**src/rtl/ct_spsram_1024x92_ctrl_pkg.sv**
```systemverilog
// Shared constants, FSM encoding and lane helper for the 1024x92 SRAM request controller.
`timescale 1ns/1ps
package ct_spsram_1024x92_ctrl_pkg;

  localparam int ADDR_WIDTH = 10;
  localparam int DATA_WIDTH = 92;
  localparam int WRAP_SIZE  = 23;
  localparam int LANES      = DATA_WIDTH / WRAP_SIZE;
  localparam int FIFO_DEPTH = 3;

  // Last address written by the zero-clear sweep.
  localparam logic [ADDR_WIDTH-1:0] LAST_ADDR = '1;

  typedef enum logic [1:0] {
    ST_INIT  = 2'd0,
    ST_RUN   = 2'd1,
    ST_DRAIN = 2'd2
  } state_e;

  // Expand a per-lane write mask (1 = write) into the SRAM's active-low per-bit WEN.
  function automatic logic [DATA_WIDTH-1:0] lane_wen(input logic [LANES-1:0] mask);
    logic [DATA_WIDTH-1:0] wen;
    wen = '1;
    for (int k = 0; k < LANES; k++) begin
      wen[k*WRAP_SIZE +: WRAP_SIZE] = {WRAP_SIZE{~mask[k]}};
    end
    return wen;
  endfunction

endpackage

```
**src/rtl/ct_spsram_ctrl_rsp_fifo.sv**
```systemverilog
// 3-entry read-response FIFO; head entry is presented combinationally, count is registered.
`timescale 1ns/1ps
module ct_spsram_ctrl_rsp_fifo
  import ct_spsram_1024x92_ctrl_pkg::*;
(
  input  logic                  CLK,
  input  logic                  RST,
  input  logic                  push,
  input  logic [DATA_WIDTH-1:0] push_data,
  input  logic                  pop,
  output logic                  vld,
  output logic [DATA_WIDTH-1:0] head_data,
  output logic [1:0]            count
);

  localparam logic [1:0] LAST_IDX = 2'(FIFO_DEPTH - 1);
  localparam logic [1:0] FULL_CNT = 2'(FIFO_DEPTH);

  logic [DATA_WIDTH-1:0] mem_q [FIFO_DEPTH];
  logic [1:0]            wr_ptr_q, wr_ptr_d;
  logic [1:0]            rd_ptr_q, rd_ptr_d;
  logic [1:0]            cnt_q, cnt_d;
  logic                  do_push, do_pop;

  function automatic logic [1:0] ptr_inc(input logic [1:0] p);
    return (p == LAST_IDX) ? 2'd0 : p + 2'd1;
  endfunction

  // Pointer and count update; a push into a full FIFO is allowed only alongside a pop.
  always_comb begin
    // NOTE: every signal gets a default at the top of a combinational block so no path leaves it unassigned (no latch).
    do_pop   = pop & (cnt_q != 2'd0);
    do_push  = push & ((cnt_q != FULL_CNT) | do_pop);
    wr_ptr_d = do_push ? ptr_inc(wr_ptr_q) : wr_ptr_q;
    rd_ptr_d = do_pop  ? ptr_inc(rd_ptr_q) : rd_ptr_q;
    cnt_d    = cnt_q;
    case ({do_push, do_pop})
      2'b10:   cnt_d = cnt_q + 2'd1;
      2'b01:   cnt_d = cnt_q - 2'd1;
      default: cnt_d = cnt_q;
    endcase
  end

  // Control registers.
  always_ff @(posedge CLK or posedge RST) begin
    if (RST) begin
      wr_ptr_q <= 2'd0;
      rd_ptr_q <= 2'd0;
      cnt_q    <= 2'd0;
    end else begin
      wr_ptr_q <= wr_ptr_d;
      rd_ptr_q <= rd_ptr_d;
      cnt_q    <= cnt_d;
    end
  end

  // Data storage.
  always_ff @(posedge CLK) begin
    // NOTE: storage is not reset; an entry is only observed once count marks it valid.
    for (int i = 0; i < FIFO_DEPTH; i++) begin
      if (do_push && (wr_ptr_q == 2'(i))) mem_q[i] <= push_data;
    end
  end

  // Head entry select.
  always_comb begin
    head_data = '0;
    for (int i = 0; i < FIFO_DEPTH; i++) begin
      if (rd_ptr_q == 2'(i)) head_data = mem_q[i];
    end
  end

  assign vld   = (cnt_q != 2'd0);
  assign count = cnt_q;

endmodule

```
**src/rtl/ct_spsram_1024x92_ctrl.sv**
```systemverilog
// Request controller in front of the 1024x92 single-port SRAM: zero-clear sweep,
// valid/ready request conversion to SRAM port cycles, read data through a 3-entry FIFO.
`timescale 1ns/1ps
module ct_spsram_1024x92_ctrl
  import ct_spsram_1024x92_ctrl_pkg::*;
(
  input  logic                  CLK,
  input  logic                  RST,
  input  logic                  init_req,
  output logic                  init_done,
  input  logic                  req_vld,
  output logic                  req_rdy,
  input  logic                  req_wr,
  input  logic [ADDR_WIDTH-1:0] req_addr,
  input  logic [DATA_WIDTH-1:0] req_wdata,
  input  logic [LANES-1:0]      req_wmask,
  output logic                  rsp_vld,
  input  logic                  rsp_rdy,
  output logic [DATA_WIDTH-1:0] rsp_rdata,
  output logic [ADDR_WIDTH-1:0] sram_a,
  output logic                  sram_cen,
  output logic                  sram_gwen,
  output logic [DATA_WIDTH-1:0] sram_wen,
  output logic [DATA_WIDTH-1:0] sram_d,
  input  logic [DATA_WIDTH-1:0] sram_q
);

  state_e                state_q, state_d;
  logic [ADDR_WIDTH-1:0] cnt_q, cnt_d;
  logic                  rd_pend_q, rd_pend_d;
  logic [1:0]            fifo_count;
  logic [1:0]            occ;
  logic                  accept;
  logic                  rd_accept;

  // Reads in flight: queued responses plus the one whose data arrives from the SRAM this cycle.
  assign occ       = fifo_count + {1'b0, rd_pend_q};
  assign accept    = req_vld & req_rdy;
  assign rd_accept = accept & ~req_wr;
  assign init_done = (state_q == ST_RUN);

  // State register, clear-sweep counter and pending-read flag.
  always_ff @(posedge CLK or posedge RST) begin
    // NOTE: clocked state uses non-blocking assignments so every flop samples pre-edge values.
    if (RST) begin
      state_q   <= ST_INIT;
      cnt_q     <= '0;
      rd_pend_q <= 1'b0;
    end else begin
      state_q   <= state_d;
      cnt_q     <= cnt_d;
      rd_pend_q <= rd_pend_d;
    end
  end

  // Next-state logic; a request accepted alongside init_req finishes before the re-clear.
  always_comb begin
    state_d   = state_q;
    cnt_d     = cnt_q;
    rd_pend_d = rd_accept;
    case (state_q)
      ST_INIT: begin
        cnt_d = cnt_q + 1'b1;
        if (cnt_q == LAST_ADDR) state_d = ST_RUN;
      end
      ST_RUN: begin
        if (init_req) begin
          if ((occ == 2'd0) && !rd_accept) begin
            state_d = ST_INIT;
            cnt_d   = '0;
          end else begin
            state_d = ST_DRAIN;
          end
        end
      end
      ST_DRAIN: begin
        if (occ == 2'd0) begin
          state_d = ST_INIT;
          cnt_d   = '0;
        end
      end
      default: begin
        state_d = ST_INIT;
        cnt_d   = '0;
      end
    endcase
  end

  // Outputs: request ready and SRAM port drive.
  always_comb begin
    req_rdy   = (state_q == ST_RUN) && (req_wr || (occ < 2'd3));
    sram_a    = req_addr;
    sram_d    = req_wdata;
    sram_cen  = 1'b1;
    sram_gwen = 1'b1;
    sram_wen  = '1;
    if (state_q == ST_INIT) begin
      sram_a    = cnt_q;
      sram_d    = '0;
      sram_cen  = 1'b0;
      sram_gwen = 1'b0;
      sram_wen  = '0;
    end else if (accept) begin
      if (req_wr) begin
        // An all-zero mask is accepted but leaves the SRAM unselected.
        sram_cen  = ~|req_wmask;
        sram_gwen = 1'b0;
        sram_wen  = lane_wen(req_wmask);
      end else begin
        sram_cen  = 1'b0;
        sram_gwen = 1'b1;
      end
    end
  end

  ct_spsram_ctrl_rsp_fifo u_rsp_fifo (
    .CLK       (CLK),
    .RST       (RST),
    .push      (rd_pend_q),
    .push_data (sram_q),
    .pop       (rsp_rdy),
    .vld       (rsp_vld),
    .head_data (rsp_rdata),
    .count     (fifo_count)
  );

endmodule

```
**config.mk**
```make
export PLATFORM = sky130hd
export DESIGN_NAME = ct_spsram_1024x92_ctrl
export DESIGN_NICKNAME = d
export VERILOG_FILES = /design/src/rtl/ct_spsram_1024x92_ctrl_pkg.sv /design/src/rtl/ct_spsram_ctrl_rsp_fifo.sv /design/src/rtl/ct_spsram_1024x92_ctrl.sv
export SDC_FILE = /design/constraint.sdc
export NUM_CORES = 1
export LEC_CHECK = 0
export ABC_AREA = 1
export CORE_AREA = 2 2 193 195
export DETAILED_ROUTE_END_ITERATION = 10
export DIE_AREA = 0 0 195 197
export GPL_ROUTABILITY_DRIVEN = 0
export GPL_TIMING_DRIVEN = 1
export PLACE_DENSITY = 0.77
export SLEW_MARGIN = 15
export SYNTH_ARGS = -nofsm -noshare
export SYNTH_HDL_FRONTEND = slang
export SYNTH_SLANG_ARGS = --single-unit
```
**constraint.sdc**
```tcl
create_clock -name CLK -period 16.65 [get_ports CLK]
set_input_delay 3.33 -clock CLK [delete_from_list [all_inputs] [get_ports CLK]]
set_output_delay 3.33 -clock CLK [all_outputs]
set_load 0.01 [all_outputs]
```
==> results summary, run 1 <==
The clock network burns ~29% of the power. The die covers 38420 µm². Detailed routing inserted a total of 9359 vias.

The number of DRC violations after detailed routing came out at 0. The largest fanout of any net on the critical path came out at 23. The xor/xnor share of the synthesized area came out at less than 1%. The total congestion overflow came out at 0. For this design, the sink count on the clock tree is 295.

The share of the synthesized area in compound gates (AO/OA/AOI/OAI) is 1.193%. The run finished with clean final reports. 495 I/O pins were placed. The post-synthesis to final-layout area growth is 45.22%. The min-delay analysis places its worst path in the category flop to flop. For the pin with the worst max-slew slack, the measured transition is 1026 ps. For the worst setup path, the data required time is between 10000 and 15000 ps. Entering global routing, the biggest net connects 64 pins.

The number of synthesis warnings came out at 0. The post-route minimum period came out at 8462 ps. The area share of and/or/nand/nor cells after synthesis came out at 19.23%.

The post-CTS resize count came out at 0. The finished cells cover 18580 µm². Counting cells, the worst reg-to-reg path comes to 8. The slack of the worst reg-to-reg path is between 10000 and 15000 ps. Setup repair after global routing left no endpoint under its margin. The share of the cycle needed by the critical path after routing is 50.82%. The count of hold buffers inserted by post-cts repair came out at 0. The number of slew-limit violations in the final report was 0. Summed over all layers, the routed wires come to ~37000 µm. Once detailed placement completed, the half-perimeter wirelength came to 25810 µm. The clock latency on the worst-skew pair came out at 550 ps. Once the floorplan was initialized, standard cells occupied 35.29% of the core. CTS built an H-tree with a depth of 1. The distinct cell type count after synthesis is 28. By startpoint and endpoint, the worst setup path is classified as input pin to primary output. The number of synthesized register bits is slightly below 300. The number of DRC violations after detailed-routing iteration 0 came out at about 460.

The power density normalized to cell area is 125.0 nW/µm². For this design the total switching power over the nets is 714.6 µW. The worst setup path is captured at a primary output.

The global routing usage on met3 came out at 4.466%. Using the TritonRoute via totals, the vias-per-cell ratio works out to 4.581. Global routing used 18.61% of the available tracks across all layers. The synthesized design spends more area on one cell type than any other, namely sky130_fd_sc_hd__edfxtp_1. The number of clock buffers added by TritonCTS is 30. The final total negative setup slack is 0 ps.

STA puts the critical path data arrival time at a little over 5000 ps. The number of global-route vias before repair is about 9400. The number of antenna violations at the first check in global routing is 6. TritonCTS built the clock tree. Between clock sinks in the finished design, the worst skew comes to 8.194 ps. Each instance of the synthesized netlist takes up on average between 10 and 15 µm². The die extent in y is 197 µm. The worst setup path is launched from an input pin. The adder and majority gate portion of the synthesized area came out at 0.2933%. The first global-routing pass estimated ~55000 µm of wire.

The post-CTS setup buffer count is 0. Multiplexer cells account for 0% of the synthesized area. The post-CTS clock slew at the launch and capture registers of the worst setup and hold paths is 60 ps. Net switching is 30.76% of the power. The first-pass detailed-route iteration total came out at 5. The number of setup violations in the final report is 0. After floorplanning, the core was sized to cover approximately 36000 µm².

The met1 routing resource usage after global routing came out at 22.00%. The number of antenna-violating nets in the routed design came out at 0. Clock tree synthesis selected as its root buffer the cell sky130_fd_sc_hd__clkbuf_16. The final count of hold timing violations is 0. Cell internal power was estimated by the tool at 1609 µW. The layer flagged by global routing as most heavily used is met2. The routing usage on met2 is 32.28%. The leakage power is approximately 0.007 µW. After floorplanning, the core was divided into 70 placement rows. The filler cell count in the final layout came out at just over 3000. For this run, the top clock speed supported by timing is 118.2 MHz. In the post-synthesis netlist, the biggest area contributors are sky130_fd_sc_hd__edfxtp_1, sky130_fd_sc_hd__nand2_1, sky130_fd_sc_hd__buf_4. The cell area after synthesis is ~13000 µm². The number of port buffers is a little under 500. Across the VDD grid, the largest voltage drop is 0.1137 mV.

Max-cap violations in this run came to 0. The sequential element share of the synthesized area is 68.48%. Counting every instance in the synthesized netlist gives roughly 1100. The area of placed instances is between 15000 and 20000 µm².

Dividing the detail-routed wire length by the instance count gives ~18 µm. The combinational share of power came out at between 30% and 40%. The worst hold path cell count is 2. After synthesis, the largest family of logic cells by area is simple AND/OR/NAND/NOR gates. The net count of the finished layout is 1754. In this run the horizontal extent of the chip is just under 200 µm. The number of buffers on the longest clock path is 3. Synthesis produced a netlist with a net count of 1345. In this run the tightest slew margin relative to its limit is 31.63%.

The area fraction of the dominant cell type after synthesis came out at 64.76%. The fraction of layout cells with a size suffix above 1 came out at 8.344%. Sequential cells account for 36.4% of the total power.
power groups by stage:
stage | clock (µW) | sequential (µW) | combinational, µW
floorplan | 0 | 856 | 368
global placement | 0 | 860 | 797
detailed placement | 0 | 862 | 807
CTS | 687 | 846 | 815
global route | 720 | 849 | 872
finish | 672 | 846 | 805
worst max-delay path, cell delays in order:
cell and delay [ps]:
sky130_fd_sc_hd__clkdlybuf4s50_1 480, sky130_fd_sc_hd__nand3_1 120, sky130_fd_sc_hd__nand2_1 140, sky130_fd_sc_hd__o21ai_2 370, sky130_fd_sc_hd__clkdlybuf4s50_1 690
final cells by class:
type	instances	area [µm²]	share of cell area [%]
Antenna cell	5	12.51	0.06733
Clock buffer	37	798.3	4.295
Clock inverter	18	196.4	1.057
Inverter	122	465.4	2.505
Multi-Input combinational cell	590	2700	14.53
Sequential cell	295	8763	47.16
Tap cell	468	585.6	3.151
Timing Repair Buffer	508	5062	27.24
cells in the final DEF, fill, tap and decap left out, types with 4 or more instances in the layout:
cell	instances
sky130_fd_sc_hd__nor2_4	15
sky130_fd_sc_hd__nor2_1	51
sky130_fd_sc_hd__inv_2	4
sky130_fd_sc_hd__dfrtp_1	19
sky130_fd_sc_hd__edfxtp_1	276
sky130_fd_sc_hd__clkbuf_1	6
sky130_fd_sc_hd__nand3_1	104
sky130_fd_sc_hd__inv_1	115
sky130_fd_sc_hd__buf_4	13
sky130_fd_sc_hd__nand2_1	341
sky130_fd_sc_hd__bufinv_16	4
sky130_fd_sc_hd__diode_2	5
sky130_fd_sc_hd__o21ai_0	12
sky130_fd_sc_hd__clkbuf_16	31
sky130_fd_sc_hd__clkinv_2	5
sky130_fd_sc_hd__nor2_2	42
sky130_fd_sc_hd__clkinv_1	5
sky130_fd_sc_hd__clkdlybuf4s50_1	494
Yosys cell counts (all sizes together):
library cell and number:
xor2 1, xnor2 1, o31ai 1, edfxtp 276
buf 126, nor2 108, nand4 2, nor3 1
or2 1, o21ai 16, a31oi 2, inv 122
a31o 1, nand3 104, nand2 345, nor4 1
clkbuf 5, ha 3, a21oi 3, dfrtp 19
final timing paths:
path,startpoint,to
setup reg to reg,state_q[1]$_DFFE_PP0P_,cnt_q[8]$_DFFE_PP0P_
hold / removal,cnt_q[6]$_DFFE_PP0P_,cnt_q[6]$_DFFE_PP0P_
setup / recovery,req_vld,sram_wen[86]
hold reg to reg,cnt_q[6]$_DFFE_PP0P_,cnt_q[6]$_DFFE_PP0P_
min in group asynchronous,RST,rd_pend_q$_DFF_PP0_
max in group asynchronous,RST,cnt_q[8]$_DFFE_PP0P_
flip-flops by register name, summed over array words and instances (netlist names):
register             flops
u_rsp_fifo.mem_q       276
cnt_q                   10
state_q                  2
u_rsp_fifo.count         2
u_rsp_fifo.rd_ptr_q      2
u_rsp_fifo.wr_ptr_q      2
rd_pend_q                1
cells by family (layout without fill, tap and decap cells):
kind of cell,count (synthesis),in the layout
and+or+nand+nor,562,562
xor gates and xnor gates,2,2
other,0,5
DFF,295,295
buffers and inverters,253,685
AOI/OAI and AO/OA,23,23
adders and majority gates,3,3
per-stage QoR:
step | total power [µW] | hold slack, ps | util, % | setup WS, ps | instances
3_5_place_dp | 1669 | 492.4 | 48.41 | 7823 | 1982
2_1_floorplan | 1224 | 463.3 | - | 6364 | 1138
4_1_cts | 2348 | 506.2 | 51.15 | 7811 | 2037
5_1_grt | 2441 | 533.3 | 51.25 | 8103 | 2042
6_report | 2323 | 506.5 | 51.25 | 8188 | 2043
3_3_place_gp | 1657 | 478.2 | 48.41 | 7966 | 1982
layer usage:
| metal | vias to the layer above | routed length [µm] | part of all wire (%) |
|---|---|---|---|
| met5 | - | 13 | 0.035 |
| met4 | 2 | 1575 | 4.3 |
| met3 | 74 | 2795 | 7.5 |
| met2 | 373 | 18440 | 50 |
| met1 | 4462 | 14220 | 38 |
| li1 | 4448 | - | - |
Power figures use the tool's default switching activity.
==> inputs of run 2 (changes only) <==
--- a/config.mk
+++ b/config.mk
@@ -11,7 +11,7 @@
 export DIE_AREA = 0 0 195 197
 export GPL_ROUTABILITY_DRIVEN = 0
 export GPL_TIMING_DRIVEN = 1
-export PLACE_DENSITY = 0.77
+export PLACE_DENSITY = 0.79
 export SLEW_MARGIN = 15
 export SYNTH_ARGS = -nofsm -noshare
 export SYNTH_HDL_FRONTEND = slang
==> constraint.sdc (replaced) <==
create_clock -name CLK -period 7.75 [get_ports CLK]
set_input_delay 1.55 -clock CLK [delete_from_list [all_inputs] [get_ports CLK]]
set_output_delay 1.55 -clock CLK [all_outputs]
set_load 0.01 [all_outputs]
==> run 2 against run 1 <==
Compared with the run above: utilization barely moved; cell area barely moved; wire length rose by 7.4%.
==> results summary, run 2 (synthesis results as in run 1) <==
The final cell utilization of the core came out at 51.25% (about the same). The number of slew-limit violations in the final report was 0 (unchanged). The placement row count is 70 (unchanged). The final total negative setup slack is 0 ps (unchanged). The data arrival at the endpoint of the critical path was 3660 ps (was 5130 ps). The TritonCTS clock tree is done (unchanged). The final count of hold timing violations is 0 (unchanged). The switching power total is 1570 µW (was 714.6 µW). The post-CTS clock slew at the launch and capture registers of the worst setup and hold paths came out at 60 ps (about the same).

The post-route clock skew came out at 24.65 ps (was 8.194 ps). The total congestion overflow was 0 (unchanged). The clock sink count is 295 (unchanged). The switching share of total power was 31.18% (was 30.76%).

The register containing the most flip-flops in the final layout was u_rsp_fifo.mem_q (unchanged). The number of antenna-violating nets in the routed design came out at 0 (unchanged). The launch point of the worst reg-to-reg path is state_q[1]$_DFFE_PP0P_ (unchanged). The count of hold buffers inserted by post-cts repair is 0 (unchanged). The die extent in y is 197 µm (unchanged). The post-CTS setup buffer count came to 0 (unchanged). The class of the tightest hold or removal check is flop to flop (unchanged).

The relative slew slack is 32.39% (was 31.63%). For this run, the top clock speed supported by timing is 192.0 MHz. The number of top-level pins came out at 495 (unchanged).

The final total power came out at 5034 µW (was 2323 µW). The leakage power was 0.006999 µW (was 0.007020 µW). Largest registers in the final layout: u_rsp_fifo.mem_q: 276 flops, cnt_q: 10 flops (unchanged). The hold-critical path endpoint is cnt_q[6]$_DFFE_PP0P_ (unchanged). The cell-internal power is 3464 µW (was 1609 µW). The CTS root buffer is sky130_fd_sc_hd__clkbuf_16 (unchanged). The total number of nets in the final design came out at 1750 (was 1754). The die span in x came to 195 µm (unchanged).

The slew at the pin with the worst max-slew slack is 1014 ps (was 1026 ps). The clock latency on the worst-skew pair came out at 570 ps (was 550 ps). The wire length of the first global-routing pass is 57850 µm (was 55080 µm). The proportion of power drawn by the clock network is 29.6% (was 28.9%).

The power density normalized to cell area was 270.9 nW/µm² (was 125.0 nW/µm²). The most common cell after layout, fill and taps aside is sky130_fd_sc_hd__clkdlybuf4s50_1 (unchanged). The endpoint of the worst-slack reg-to-reg timing path is cnt_q[8]$_DFFE_PP0P_ (unchanged). Top library cells by usage in the layout, fill and taps aside: sky130_fd_sc_hd__clkdlybuf4s50_1, sky130_fd_sc_hd__nand2_1, sky130_fd_sc_hd__edfxtp_1, sky130_fd_sc_hd__inv_1, sky130_fd_sc_hd__nand3_1 (unchanged).

The worst path setup slack after routing came out at 2542 ps (was 8188 ps). The first-pass detailed-route iteration total came out at 5 (unchanged). The flip-flop count of the largest register, all copies and words added is 276 (unchanged). The slack of the worst reg-to-reg path came out at 4920 ps (was 13730 ps). The number of DRC violations after detailed-routing iteration 0 came out at 398 (was 457). The combinational share of power is 34.3% (was 34.6%). The number of global-route vias before repair is 9288 (was 9353). The number of H-tree levels is 1 (unchanged). The count of cells along the worst register-to-register path came out at 8 (unchanged). The critical path endpoint category is a primary output (unchanged). The origin of the worst setup path is state_q[1]$_DFFE_PP0P_ (was req_vld). The number of buffers on the longest clock path came out at 3 (unchanged).

The number of setup violations in the final report came to 0 (unchanged). The pre-CTS worst setup slack is 2401 ps (was 7823 ps). The largest net degree at the start of global routing came out at 67 (was 64).

The max-cap check violation count is 0 (unchanged). The floorplan die area is 38420 µm² (unchanged). The number of DRC violations after detailed routing is 0 (unchanged). The number of antenna violations at the first check in global routing came to 4 (was 6). The global-route total usage across every layer is 19.97% (was 18.61%). The total vias in the final route is 9428 (was 9359). Of the available clock period, the critical path in the final layout requires 67.20%.

Result of the run: finished clean (unchanged). The total detailed-routing wirelength came out at 39790 µm (was 37040 µm). The detail-routed net length per standard cell is 19.53 µm (was 18.13 µm).

The sequential share of power came out at 36.1% (was 36.4%). The largest fanout of any net on the critical path is 54 (was 23). The post-synthesis to final-layout area growth came to 45.20% (was 45.22%). The worst hold path cell count came out at 2 (unchanged).

The number of port buffers came to 494 (unchanged). The detailed placer's ending HPWL came out at 28370 µm (was 25810 µm). The origin of the worst min-delay path is cnt_q[6]$_DFFE_PP0P_ (unchanged). The per-cell via count in the routed design was 4.626 (was 4.581). RSZ-0062 raised after global routing: no (unchanged). The post-CTS resize count is 0 (unchanged). The fraction of layout cells with a size suffix above 1 came to 8.424% (was 8.344%). The number of buffers created by CTS is 30 (unchanged). The required time reported for the critical path endpoint came out at 6200 ps (was 13320 ps). The maximum ir drop on the vdd rail came out at 0.2241 mV (was 0.1137 mV). The post-route minimum period is approximately 5200 ps.

The initial standard-cell utilization of the core is 35.29% (unchanged). The critical path start-end classification was flop to primary output (was input pin to primary output). The area of the core region came out at 36260 µm² (unchanged).

The kind of launch point of the worst setup path is a flop (was input pin).
[run 2: cell count changes in the layout (fill, tap and decap cells not counted), moves of 2 or more]
cell / change
sky130_fd_sc_hd__clkinvlp_4: +4
sky130_fd_sc_hd__diode_2: -2
sky130_fd_sc_hd__buf_4: -3
sky130_fd_sc_hd__clkbuf_1: -2
[run 2: worst max-delay path by stage]
stage,endpoint
after global placement,sram_wen[49]
final,sram_d[75]
after floorplan,u_rsp_fifo.mem_q[0][184]$_DFFE_PP_
after CTS,sram_wen[48]
after detailed placement,sram_wen[48]
after global routing,sram_d[75]
[run 2: power by group through the flow]
stage,logic [µW],registers (µW),clock network (µW)
6_report,1730,1820,1490
3_5_place_dp,1740,1850,0
2_1_floorplan,791,1840,0
3_3_place_gp,1720,1850,0
5_1_grt,1880,1820,1580
4_1_cts,1760,1820,1520
[run 2: final cells by class]
class | instances | area [µm²]
diodes | 3 | 7.507
clock buffers | 34 | 765.7
clock inverters | 22 | 264.0
fillers | 3076 | 17680
inverters | 122 | 465.4
multi-input cells | 590 | 2710
flip-flops and latches | 295 | 8763
well taps | 468 | 585.6
repair buffers | 504 | 5020
[run 2: stage by stage]
| step | area [µm²] | std cells | hold slack (ps) |
|---|---|---|---|
| final | 18580 | 2038 | 510.9 |
| after global routing | 18580 | 2037 | 534.6 |
| after global placement | 17540 | 1979 | 481.5 |
| after detailed placement | 17540 | 1979 | 496.7 |
| after floorplan | 12800 | 1138 | 463.3 |
| after CTS | 18570 | 2035 | 509.4 |
[run 2: layer usage]
| metal | up-vias | track usage [%] | part of all wire, % | wire, µm |
|---|---|---|---|---|
| met1 | 4509 | 22.66 | 37 | 14830 |
| met2 | 398 | 36.55 | 52 | 20520 |
| met5 | - | 0 | 0.035 | 14 |
| li1 | 4448 | - | - | - |
| met3 | 71 | 4.312 | 6.8 | 2707 |
| met4 | 2 | 8.058 | 4.3 | 1727 |
[run 2: critical path, cell delays in order, from the launching register on]
cell and delay, ps:
sky130_fd_sc_hd__dfrtp_1 460, sky130_fd_sc_hd__inv_2 100, sky130_fd_sc_hd__nand2_2 290, sky130_fd_sc_hd__inv_4 540, sky130_fd_sc_hd__buf_4 810, sky130_fd_sc_hd__nor2_2 260
sky130_fd_sc_hd__clkdlybuf4s50_1 560
